## config.mk

```make
export PLATFORM = sky130hd
export DESIGN_NAME = pool_window_buffer
export DESIGN_NICKNAME = d
export VERILOG_FILES = /design/src/rtl/pool_pkg.sv /design/src/rtl/pool_line_buf.sv /design/src/rtl/pool_window_buffer.sv
export SDC_FILE = /design/constraint.sdc
export NUM_CORES = 1
export LEC_CHECK = 0
export BUFFER_PORTS_ARGS = -buffer_cell sky130_fd_sc_hd__buf_2
export CAP_MARGIN = 20
export CORE_UTILIZATION = 64
export CTS_BUF_LIST = sky130_fd_sc_hd__clkbuf_4
export CTS_CLUSTER_SIZE = 16
export DETAILED_ROUTE_END_ITERATION = 10
export PLACE_DENSITY = 0.92
export SYNTH_ARGS = -nofsm -noshare
export SYNTH_HDL_FRONTEND = slang
export SYNTH_SLANG_ARGS = --single-unit
```

## constraint.sdc

```tcl
create_clock -name clk -period 3.7 [get_ports clk]
set_input_delay 0.185 -clock clk [delete_from_list [all_inputs] [get_ports clk]]
set_output_delay 0.185 -clock clk [all_outputs]
set_load 0.02 [all_outputs]
```

## src/rtl/pool_pkg.sv

```systemverilog
// Shared types and constants for the 2x2 pooling window buffer.
package pool_pkg;

    typedef enum logic {
        ROW_EVEN = 1'b0,
        ROW_ODD  = 1'b1
    } row_state_e;

    // Lane positions inside a packed window; TL occupies the MSBs.
    localparam int TL = 3;
    localparam int TR = 2;
    localparam int BL = 1;
    localparam int BR = 0;

endpackage

```

## src/rtl/pool_line_buf.sv

```systemverilog
// One-row line buffer: single write port, two combinational read ports.
// Contents are never cleared; each even row overwrites before the odd row reads.
module pool_line_buf #(
    parameter int DATA_WIDTH = 8,
    parameter int IMG_WIDTH  = 28,
    localparam int AW        = (IMG_WIDTH > 1) ? $clog2(IMG_WIDTH) : 1
) (
    input  logic                  clk,
    input  logic                  we_i,
    input  logic [AW-1:0]         waddr_i,
    input  logic [DATA_WIDTH-1:0] wdata_i,
    input  logic [AW-1:0]         raddr0_i,
    output logic [DATA_WIDTH-1:0] rdata0_o,
    input  logic [AW-1:0]         raddr1_i,
    output logic [DATA_WIDTH-1:0] rdata1_o
);

    logic [DATA_WIDTH-1:0] mem_q [IMG_WIDTH];

    always_ff @(posedge clk) begin
        if (we_i) begin
            mem_q[waddr_i] <= wdata_i;
        end
    end

    assign rdata0_o = mem_q[raddr0_i];
    assign rdata1_o = mem_q[raddr1_i];

endmodule

```

## src/rtl/pool_window_buffer.sv

```systemverilog
// Builds 2x2 pooling windows from a raster pixel stream with a registered output.
// Optional frame_done pulse is enabled by defining POOL_WINDOW_FRAME_DONE_EN.
module pool_window_buffer
    import pool_pkg::*;
#(
    parameter int DATA_WIDTH = 8,
    parameter int IMG_WIDTH  = 28,
    parameter int IMG_HEIGHT = 28
) (
    input  logic                    clk,
    input  logic                    rst,
    input  logic                    in_valid,
    output logic                    in_ready,
    input  logic [DATA_WIDTH-1:0]   in_data,
    output logic                    win_valid,
    input  logic                    win_ready,
    output logic [4*DATA_WIDTH-1:0] win_data,
`ifdef POOL_WINDOW_FRAME_DONE_EN
    output logic                    frame_done,
`endif
    output row_state_e              dbg_state
);

    localparam int CW = (IMG_WIDTH > 1) ? $clog2(IMG_WIDTH) : 1;
    localparam int RW = (IMG_HEIGHT > 1) ? $clog2(IMG_HEIGHT) : 1;

    row_state_e                    state_q;
    logic [CW-1:0]                 col_q, col_d;
    logic [RW-1:0]                 row_q, row_d;
    logic [DATA_WIDTH-1:0]         hold_q;
    logic                          win_valid_q;
    logic [4*DATA_WIDTH-1:0]       win_data_q;
    logic [3:0][DATA_WIDTH-1:0]    win_n;
    logic [DATA_WIDTH-1:0]         lb_prev, lb_cur;
    logic                          accept, handoff, complete, col_last, row_last;

    assign accept   = in_valid && in_ready;
    assign handoff  = win_valid_q && win_ready;
    assign col_last = (col_q == CW'(IMG_WIDTH - 1));
    assign row_last = (row_q == RW'(IMG_HEIGHT - 1));
    assign complete = accept && (state_q == ROW_ODD) && col_q[0];

    pool_line_buf #(
        .DATA_WIDTH(DATA_WIDTH),
        .IMG_WIDTH (IMG_WIDTH)
    ) u_line_buf (
        .clk     (clk),
        .we_i    (accept && (state_q == ROW_EVEN)),
        .waddr_i (col_q),
        .wdata_i (in_data),
        .raddr0_i(col_q - CW'(1)),
        .rdata0_o(lb_prev),
        .raddr1_i(col_q),
        .rdata1_o(lb_cur)
    );

    always_comb begin
        col_d = col_q;
        row_d = row_q;
        if (accept) begin
            if (col_last) begin
                col_d = '0;
                row_d = row_last ? '0 : row_q + RW'(1);
            end else begin
                col_d = col_q + CW'(1);
            end
        end
        win_n     = '0;
        win_n[TL] = lb_prev;
        win_n[TR] = lb_cur;
        win_n[BL] = hold_q;
        win_n[BR] = in_data;
    end

`ifdef POOL_WINDOW_FRAME_DONE_EN
    // Tags the window in the output register as the last one of its frame.
    logic last_q;
    logic frame_done_q;

    always_ff @(posedge clk or posedge rst) begin
        if (rst) begin
            last_q       <= 1'b0;
            frame_done_q <= 1'b0;
        end else begin
            if (complete) begin
                last_q <= row_last && col_last;
            end
            frame_done_q <= handoff && last_q;
        end
    end

    assign frame_done = frame_done_q;
`endif

    always_ff @(posedge clk or posedge rst) begin
        if (rst) begin
            state_q     <= ROW_EVEN;
            col_q       <= '0;
            row_q       <= '0;
            hold_q      <= '0;
            win_valid_q <= 1'b0;
            win_data_q  <= '0;
        end else begin
            col_q <= col_d;
            row_q <= row_d;
            if (accept && col_last) begin
                state_q <= (state_q == ROW_EVEN) ? ROW_ODD : ROW_EVEN;
            end
            if (accept && (state_q == ROW_ODD) && !col_q[0]) begin
                hold_q <= in_data;
            end
            // A completing pixel can only arrive when the output slot is free or being handed off.
            if (complete) begin
                win_valid_q <= 1'b1;
                win_data_q  <= win_n;
            end else if (handoff) begin
                win_valid_q <= 1'b0;
            end
        end
    end

    assign in_ready  = !(win_valid_q && !win_ready);
    assign win_valid = win_valid_q;
    assign win_data  = win_data_q;
    assign dbg_state = state_q;

endmodule
```

==> summary.txt, run 1 <==
Cells and area
  – Synth-to-layout area growth: 11.8%
  – Layout Nets: 882
  – Fin util: 73.0%
  – FF/Latch Area: 0.00791 mm^2
  – Share of cells above drive strength 1: 28.5%
  – Post-route design area: 0.0136 mm^2
  – Multi-input logic area: 0.00400 mm^2
  – Fillers: 1,077

STA
  – Crit path time final: 2960 ps
  – Endpoints failing setup: 0
  – Final setup margin: 744 ps
  – Final setup skew: 30.9 ps
  – Max Clk Rate: 0.338 GHz
  – Setup_tns: 0 ps
  – Rel. slew slack: 39.5%
  – Final Hold Violating Endpoints: 0
  – Crit share post-route: 79.9%
  – Actual slew at the worst max-slew pin: 904 ps
  – Max-slew violations: 0
  – RSZ-0062 raised after global routing: false

Clocking
  – CTS HTree Levels: 3
  – Buffer depth of the longest clock path: 3
  – TritonCTS Buffers: 68
  – CTS Sinks: 271
  – Root Buffer Master: clkbuf_4
  – Worst skew pair latency: 680 ps
  – Clk slew on worst S/H paths: 70 ps
  – CTS tree: yes
  – CTS resizes: 0

Placed design
  – Placement Setup Slack: 864 ps
  – I/O Buffers: 46
  – Hpwl dp: 20,600 um
  – GP Congestion: 0.982
  – Placed inst area: 0.0127 mm^2

Power and ir drop
  – Internal power: 6890 uW
  – Overall power: 11,000 uW
  – Worst IR Drop VDD: 462 uV
  – LEAKAGE: 0.00498 uW
  – Power density cells: 808 mW/mm^2
  – Switch Pwr: 4100 uW
  – Sw Share: 37.3%
  – Combinational share of power: 40.5%
  – Part of the power in registers: 35.6%
  – Clk pwr share: 23.9%

Worst setup path
  – Crit end category: register
  – Worst path most repeated cell: buf_4
  – Worst Path Buf+Inv: 2
  – Top Family by Delay on Critical Path: buffers and inverters
  – Crit path launch type: register
  – CP max stage cell: buf_4
  – Kind of critical path: reg2reg
  – Critical path fanouts, max: 50
  – Cell chain of the critical path: buf_4 > buf_4 > mux2i_1 > a22oi_1 > and3_1 > a211oi_1 > a21oi_1
  – Arr. time, crit path: 3490 ps
  – WP data required: 4230 ps
  – CP max stage delay: 650 ps

Synth
  – Top cells by area, synth: edfxtp_1 55%, mux4_2 11%, dfrtp_1 9.7%
  – Flops & latches, synth: 271
  – Synth warnings: 0
  – Top FF cell, synth: edfxtp_1
  – Area leader, netlist: edfxtp_1
  – Syn Inst Count: 770
  – Post-Syn Area per Cell: 15.8 um^2
  – Syn_nets: 786
  – Asr flop ratio synth: 17.3%
  – Area share of the largest cell type after synthesis: 55.3%
  – Mapped Area: 0.0122 mm^2
  – Sequential-to-total area share from yosys stat: 64.9%
  – Number of synthesized flops with an enable pin: 224
  – Library cells used by synthesis: 54

Outcome
  – Status: complete, no violations

Route
  – Drt first pass iters: 6
  – Final WL: 31,700 um
  – Initial DRC Count: 1,200
  – Vias: 7,972
  – Drt drc: 0
  – Vias/cell: 6.93
  – Antenna-violating nets left: 0
  – Avg WL per Cell: 27.6 um

Floorplan
  – Core Rows: 50
  – Num ports: 47
  – Die W: 140 um
  – DIE AREA: 0.0196 mm^2
  – Core area: 0.0186 mm^2
  – Die height: 140 um
  – Starting Density: 65.3%

Global routing
  – Largest net degree at the start of global routing: 81
  – Vias in the first global route: 7,854
  – Initial antenna violation count: 2
  – Total GRT Usage: 33.9%
  – First-pass GRT wire length: 47,500 um
  – Grt ovf: 0

Run
  – Max cap viols: 0

Hold path
  – Hold WC Path Type: in2reg
[routing by layer]
layer,global-route usage (%),vias to the layer above,share of wire (%)
met1,45.9,3903,36
met5,0,-,0
li1,-,3259,-
met3,9.05,125,13
met4,17.9,0,4.7
met2,51.1,685,47
[logic make-up (layout without fill, tap and decap cells)]
kind of cell / after synthesis / in the layout / share of synthesized area, %
other: 0 / 1 / 0
buffers and inverters: 54 / 200 / 2.22
and+or+nand+nor: 200 / 200 / 7.35
xor gates and xnor gates: 6 / 6 / 0.648
muxes: 139 / 139 / 18.9
adders and majority gates: 4 / 4 / 0.411
AOI/OAI and AO/OA: 96 / 96 / 5.54
DFF: 271 / 271 / 64.9
[registers in the layout, summed over array words and instances (netlist names)]
name	cells
dbg_state	1
win_valid	1
win_data	32
u_line_buf.mem_q	224
col_q	5
hold_q	8
[cells in the final DEF, fill, tap and decap left out, types with 6 or more instances in the layout]
cell type / synthesis / final
nor3_1: 14 / 14
inv_2: 0 / 6
mux2_2: 10 / 10
clkbuf_4: 0 / 98
nand3_1: 12 / 12
o21a_1: 6 / 6
a32o_1: 6 / 6
buf_2: 26 / 46
nor2b_1: 7 / 7
edfxtp_1: 224 / 224
nand2_1: 86 / 86
mux2i_1: 60 / 60
o22ai_1: 7 / 7
nor2_1: 47 / 47
o21ai_0: 18 / 18
mux4_1: 8 / 8
nand2b_1: 8 / 8
and3_1: 9 / 9
buf_4: 5 / 26
clkinv_1: 0 / 13
dfrtp_1: 47 / 45
a21oi_1: 17 / 17
mux4_2: 61 / 61
a22oi_1: 14 / 14
[tightest hold or removal path, delay by kind of cell]
kind,cells,cell delay [ps]
AND/OR/NAND/NOR,2,190
buffers and inverters,1,290
[through the flow]
stage | hold WS (ps) | std cells
4_1_cts | 18.8 | 1149
3_5_place_dp | 457 | 1027
2_1_floorplan | 284 | 770
5_1_grt | 43.0 | 1151
3_3_place_gp | 444 | 1027
6_report | 38.2 | 1151
[cell usage after synthesis, types with 8 or more instances]
cell type	count
dfrtp_1	47
edfxtp_1	224
nand2b_1	8
nand3_1	12
mux4_2	61
o21ai_0	18
a21oi_1	17
nor2_1	47
mux2_2	10
mux4_1	8
and3_1	9
mux2i_1	60
clkbuf_1	16
buf_2	26
nand2_1	86
a22oi_1	14
nor3_1	14
[power groups by stage]
stage	Sequential [uW]	Clock (uW)	Combinational [uW]
final	3910	2620	4460
after detailed placement	3960	0	4320
after floorplan	4060	0	3010
after global routing	3930	2790	4690
after CTS	3890	2660	4350
after global placement	3940	0	4230
[final timing paths]
check / from / endpoint / slack [ps] / cells after the start
worst max-delay path: col_q[1]$_DFFE_PP0N_ / win_data[18]$_DFFE_PP0P_ / 740 / 7
worst min-delay path: in_data[5] / win_data[5]$_DFFE_PP0P_ / 40 / 3
worst max register to register: col_q[1]$_DFFE_PP0N_ / win_data[18]$_DFFE_PP0P_ / 740 / 7
worst min register to register: win_data[14]$_DFFE_PP0P_ / win_data[14]$_DFFE_PP0P_ / 470 / 2
max in group asynchronous: rst / col_q[1]$_DFFE_PP0N_ / 3110 / 4
min in group asynchronous: rst / hold_q[3]$_DFFE_PP0P_ / 50 / 3
[repair_timing]
action | CTS | global route
buffers inserted | 0 | 0
hold buffers | 2 | 0
endpoints found under the hold margin | 48 | 0
setup endpoints to repair | 0 | 0
[cell type report]
class	instances	area share, %
multi-input combinational	445	29.4
antenna	1	0.0184
inverter	4	0.110
timing repair buffer	76	3.57
clock inverter	22	1.20
tap	234	2.15
clock buffer	98	5.41
sequential	271	58.2
Note: power is estimated with default switching activity, not from simulation.
==> run 2, diff against run 1 <==
--- a/config.mk
+++ b/config.mk
@@ -5,13 +5,14 @@
 export SDC_FILE = /design/constraint.sdc
 export NUM_CORES = 1
 export LEC_CHECK = 0
+export ABC_AREA = 1
 export BUFFER_PORTS_ARGS = -buffer_cell sky130_fd_sc_hd__buf_2
 export CAP_MARGIN = 20
-export CORE_UTILIZATION = 64
+export CORE_UTILIZATION = 58
 export CTS_BUF_LIST = sky130_fd_sc_hd__clkbuf_4
 export CTS_CLUSTER_SIZE = 16
 export DETAILED_ROUTE_END_ITERATION = 10
-export PLACE_DENSITY = 0.92
+export PLACE_DENSITY = 0.88
 export SYNTH_ARGS = -nofsm -noshare
 export SYNTH_HDL_FRONTEND = slang
 export SYNTH_SLANG_ARGS = --single-unit
==> constraint.sdc (replaced) <==
create_clock -name clk -period 2.4 [get_ports clk]
set_input_delay 0.12 -clock clk [delete_from_list [all_inputs] [get_ports clk]]
set_output_delay 0.12 -clock clk [all_outputs]
set_load 0.02 [all_outputs]
==> summary.txt, run 2 <==
Placed design
  – I/O Buffers: 46
  – Hpwl dp: 25,800 um
  – Placed inst area: 0.0145 mm^2
  – GP Congestion: 0.991

Hold path
  – Hold Path Depth: 1
  – Hold WC Path Type: in2reg

Synth
  – Mapped Area: 0.0138 mm^2
  – Sequential-to-total area share from yosys stat: 57.3%
  – Syn_nets: 1,632
  – Most common cell in the netlist: nand2_1
  – Flops & latches, synth: 271
  – Syn Inst Count: 1,616
  – Library cells used by synthesis: 33
  – Area leader, netlist: edfxtp_1
  – Top cells by area, synth: edfxtp_1 49%, nand2_1 15%, dfrtp_1 8.5%
  – Top FF cell, synth: edfxtp_1
  – Asr flop ratio synth: 17.3%
  – Post-Syn Area per Cell: 8.54 um^2
  – Synth warnings: 0
  – Area share of the largest cell type after synthesis: 48.7%
  – Number of synthesized flops with an enable pin: 224
  – Synth top cells by count: 544 x nand2_1, 224 x edfxtp_1, 221 x nand3_1

Cells and area
  – Largest reg by FF count: u_line_buf.mem_q
  – Synth-to-layout area growth: 12.6%
  – Most frequent cells in the layout: 544 x nand2_1, 224 x edfxtp_1, 221 x nand3_1, 196 x inv_1, 114 x clkbuf_4
  – Number of flip-flops in the largest register: 224
  – Layout Nets: 1,727
  – Post-route design area: 0.0155 mm^2
  – Most common cell after layout, fill and taps aside: nand2_1
  – Share of cells above drive strength 1: 14.5%

Floorplan
  – DIE AREA: 0.0244 mm^2
  – Core area: 0.0234 mm^2
  – Starting Density: 59.0%
  – Core Rows: 56
  – Die W: 156 um
  – Die height: 156 um
  – Num ports: 47

Route
  – Vias: 12,000
  – Drt first pass iters: 7
  – Initial DRC Count: 1,785
  – Drt drc: 0
  – Antenna-violating nets left: 0
  – Vias/cell: 5.77
  – Avg WL per Cell: 19.4 um
  – Final WL: 40,400 um

Global routing
  – Grt ovf: 0
  – Total GRT Usage: 34.3%
  – Vias in the first global route: 11,200
  – Initial antenna violation count: 1
  – First-pass GRT wire length: 62,100 um
  – Largest net degree at the start of global routing: 152

STA
  – Max-slew violations: 0
  – Crit path time final: 2350 ps
  – Actual slew at the worst max-slew pin: 867 ps
  – RSZ-0062 raised after global routing: false
  – Rel. slew slack: 42.1%
  – Final setup skew: 51.3 ps
  – Crit share post-route: 97.8%
  – Max Clk Rate: 0.426 GHz
  – Endpoints failing setup: 0
  – Final Hold Violating Endpoints: 0

Worst setup path
  – WP data required: 2790 ps
  – Kind of critical path: reg2reg
  – Critical path fanouts, max: 151
  – R2R cell count: 7
  – Crit end category: register
  – Crit path launch type: register
  – Arr. time, crit path: 2740 ps

Clocking
  – CTS tree: yes
  – TritonCTS Buffers: 74
  – Worst skew pair latency: 710 ps
  – CTS HTree Levels: 3
  – Buffer depth of the longest clock path: 3
  – Root Buffer Master: clkbuf_4
  – CTS Sinks: 271
  – Clk slew on worst S/H paths: 80 ps

Power and ir drop
  – Overall power: 20,400 uW
  – Worst IR Drop VDD: 1340 uV
  – LEAKAGE: 0.00700 uW
  – Power density cells: 1320 mW/mm^2

Run
  – Max cap viols: 0

Outcome
  – Status: complete, no violations
==> run 2: cell count changes after synthesis, moves of 33 or more <==
cell / change
buf_2: +34
inv_1: +193
mux2i_1: -60
mux4_2: -61
nand2_1: +458
nand3_1: +209
nor2_1: +45
o211ai_1: +33
o21ai_0: +70
==> run 2: logic make-up after synthesis <==
kind of cell | count (synthesis) | synth area share [%]
buffers and inverters | 291 | 8.80
adder cells (fa/ha/maj) | 4 | 0.363
AO/OA/AOI/OAI | 166 | 6.82
flip-flops | 271 | 57.3
AND/OR/NAND/NOR | 881 | 26.5
XOR/XNOR | 3 | 0.299
==> run 2: power breakdown <==
part	total (uW)	internal [uW]	switching [uW]
Combinational	10200	3120	7130
Clock	4280	2370	1910
Sequential	5910	5590	323
==> run 2: what timing repair did <==
item	4_1_cts	5_1_grt
resized for setup	1	1
setup endpoints to repair	29	41
cloned	1	0
hold endpoints to repair	42	0
hold buffers	3	0
buffers inserted	0	0
pin swaps	0	0
==> run 2: critical path, stage by stage, from the launching register on <==
cell     delay, ps
dfrtp_4        530
inv_4           80
buf_12         450
ha_1           250
nand2_1         90
buf_4          210
nor2_1         130
buf_4          190
==> run 2: area by class of cell <==
cell class | count | area (um^2)
Sequential cell | 271 | 7910
Inverter | 202 | 761
Clock inverter | 15 | 118
Multi-Input combinational cell | 1054 | 4690
Tap cell | 319 | 399
Clock buffer | 114 | 856
Timing Repair Buffer | 108 | 815
Fill cell | 1874 | 7860
Antenna cell | 1 | 2.50
==> run 2: worst paths after layout <==
path / start / endpoint / slack [ps]
worst min-delay path: in_data[7] / u_line_buf.mem_q[19][7]$_DFFE_PP_ / 20
worst max-delay path: col_q[0]$_DFFE_PP0N_ / u_line_buf.mem_q[2][1]$_DFFE_PP_ / 50
min in group asynchronous: rst / win_data[8]$_DFFE_PP0P_ / 150
max in group asynchronous: rst / win_data[17]$_DFFE_PP0P_ / 1600
worst max register to register: col_q[0]$_DFFE_PP0N_ / u_line_buf.mem_q[2][1]$_DFFE_PP_ / 50
worst min register to register: hold_q[0]$_DFFE_PP0P_ / win_data[8]$_DFFE_PP0P_ / 470
==> run 2: routing by layer <==
layer,part of all wire (%),GRT usage (%),vias up
met3,12,7.62,194
met1,37,45.4,5463
met2,45,52.4,859
met5,0,0,-
met4,6.2,19.8,0
li1,-,-,5513
==> run 2: per-stage QoR <==
stage / setup slack, ps / cells / TNS (ps) / util (%) / hold WS [ps]
2_1_floorplan: -45.0 / 1616 / -1440 / - / 219
3_3_place_gp: 19.0 / 1950 / 0 / 61.9 / 338
3_5_place_dp: -9.80 / 1950 / -97.9 / 61.9 / 345
4_1_cts: 81.5 / 2083 / 0 / 66.4 / 19.4
5_1_grt: 6.72 / 2084 / 0 / 66.4 / 5.13
6_report: 51.7 / 2084 / 0 / 66.4 / 20.5
==> run 3, diff against run 2 <==
--- a/config.mk
+++ b/config.mk
@@ -13,6 +13,8 @@
 export CTS_CLUSTER_SIZE = 16
 export DETAILED_ROUTE_END_ITERATION = 10
 export PLACE_DENSITY = 0.88
+export REMOVE_ABC_BUFFERS = 1
+export SLEW_MARGIN = 15
 export SYNTH_ARGS = -nofsm -noshare
 export SYNTH_HDL_FRONTEND = slang
 export SYNTH_SLANG_ARGS = --single-unit
==> summary.txt, run 3 (same netlist as run 2, synthesis figures left out) <==
Cells and area
  – Largest reg by FF count: u_line_buf.mem_q
  – Most common cell after layout, fill and taps aside: nand2_1
  – Number of flip-flops in the largest register: 224
  – Synth-to-layout area growth: 12.6%
  – Fin cells: 2,087
  – Most frequent cells in the layout: 544 x nand2_1, 224 x edfxtp_1, 221 x nand3_1, 196 x inv_1, 106 x clkbuf_4
  – Post-route design area: 0.0155 mm^2
  – Layout Nets: 1,731
  – Share of cells above drive strength 1: 13.8%

Placed design
  – Hpwl dp: 25,000 um
  – I/O Buffers: 46
  – Placed inst area: 0.0145 mm^2
  – GP Congestion: 0.969
  – Cell total after placement: 1,950

Power and ir drop
  – Power density cells: 1290 mW/mm^2
  – Part of the power in registers: 29.7%
  – Combinational share of power: 50.1%
  – Switch Pwr: 9200 uW
  – Worst IR Drop VDD: 904 uV
  – Clk pwr share: 20.1%
  – Internal power: 10,900 uW
  – LEAKAGE: 0.00697 uW
  – Sw Share: 45.8%

Worst setup path
  – Crit path launch type: register
  – WP data required: 2970 ps
  – Critical path fanouts, max: 68
  – Arr. time, crit path: 2830 ps
  – Kind of critical path: reg2reg
  – Crit end category: register

Route
  – Vias/cell: 5.80
  – Antenna-violating nets left: 0
  – M1 WL: 13,900 um
  – Initial DRC Count: 1,735
  – Metal2 WL: 18,600 um
  – Final WL: 39,500 um
  – Drt drc: 0
  – Avg WL per Cell: 18.9 um
  – Highest routed layer: met4
  – Met3 WL: 4890 um
  – Vias: 12,100
  – Drt first pass iters: 6

Global routing
  – Initial antenna violation count: 2
  – Grt ovf: 0
  – First-pass GRT wire length: 60,800 um
  – Vias in the first global route: 11,700
  – Total GRT Usage: 33.1%
  – Largest net degree at the start of global routing: 98

Run
  – Max cap viols: 0

Clocking
  – CTS tree: yes
  – TritonCTS Buffers: 71
  – CTS HTree Levels: 3
  – Worst skew pair latency: 710 ps
  – Root Buffer Master: clkbuf_4
  – CTS Sinks: 271
  – Buffer depth of the longest clock path: 3
  – Post-CTS Setup Inserts: 0
  – Clk slew on worst S/H paths: 70 ps

Floorplan
  – Die W: 156 um
  – Num ports: 47
  – DIE AREA: 0.0244 mm^2
  – Die height: 156 um
  – Starting Density: 59.0%
  – Core Rows: 56
  – Core area: 0.0234 mm^2

STA
  – RSZ-0062 raised after global routing: false
  – Max-slew violations: 0
  – Endpoints failing setup: 0
  – Max Clk Rate: 0.443 GHz
  – Fin Hold WS: 40.1 ps
  – Actual slew at the worst max-slew pin: 740 ps
  – Crit share post-route: 94.1%
  – Rel. slew slack: 50.7%
  – Crit path time final: 2260 ps
  – Final Hold Violating Endpoints: 0
  – Final setup skew: 46.2 ps

Hold path
  – Hold WC Path Type: in2reg

Outcome
  – Status: complete, no violations
run 3: repair_timing:
| action | in CTS | in global routing |
|---|---|---|
| hold buffers | 11 | 0 |
| resized for setup | 0 | 0 |
| hold endpoints to repair | 209 | 0 |
run 3: cell type report:
type	count	area (um^2)
Fill cell	1793	7860
Multi-Input combinational cell	1054	4690
Clock inverter	18	101
Timing Repair Buffer	115	888
Sequential cell	271	7910
Clock buffer	106	796
Antenna cell	2	5.00
Tap cell	319	399
Inverter	202	761
run 3: metrics by stage:
step | TNS [ps] | util [%] | total power (uW) | setup WS [ps]
detailed placement | 0 | 62.1 | 15800 | 231
global route | 0 | 66.4 | 21200 | 43.1
CTS | 0 | 66.4 | 19800 | 218
finish | 0 | 66.4 | 20100 | 143
floorplan | -1302190 | - | 10900 | -7540
global placement | 0 | 62.1 | 15500 | 280
run 3: worst max-delay path: stages (launching register included):
cell	delay, ps
dfrtp_4	440
buf_12	280
buf_4	360
o21ai_0	140
nand2_1	70
nand2_1	70
nand2_1	100
nand2_1	70
nor2_1	270
nand3_1	160
nand2_1	100
inv_1	40
run 3: routing by layer:
metal,GRT usage [%],vias to the layer above
met5,0,-
met1,41.0,5494
li1,-,5512
met2,52.5,894
met3,8.25,201
met4,19.9,0
run 3: worst paths after layout:
kind | from | end | slack [ps] | cells past startpoint
min | in_data[5] | u_line_buf.mem_q[24][5]$_DFFE_PP_ | 40 | 1
max | col_q[0]$_DFFE_PP0N_ | win_data[18]$_DFFE_PP0P_ | 140 | 11
max reg2reg | col_q[0]$_DFFE_PP0N_ | win_data[18]$_DFFE_PP0P_ | 140 | 11
min in group asynchronous | rst | win_data[31]$_DFFE_PP0P_ | 490 | 4
max in group asynchronous | rst | hold_q[7]$_DFFE_PP0P_ | 1040 | 5
min reg2reg | hold_q[4]$_DFFE_PP0P_ | win_data[12]$_DFFE_PP0P_ | 480 | 2
run 3: power groups by stage:
stage | logic, uW | clock network, uW | registers (uW)
2_1_floorplan | 4330 | 0 | 6540
3_3_place_gp | 9470 | 0 | 6030
3_5_place_dp | 9740 | 0 | 6040
4_1_cts | 9800 | 4070 | 5960
5_1_grt | 10900 | 4280 | 6000
6_report | 10100 | 4040 | 5980
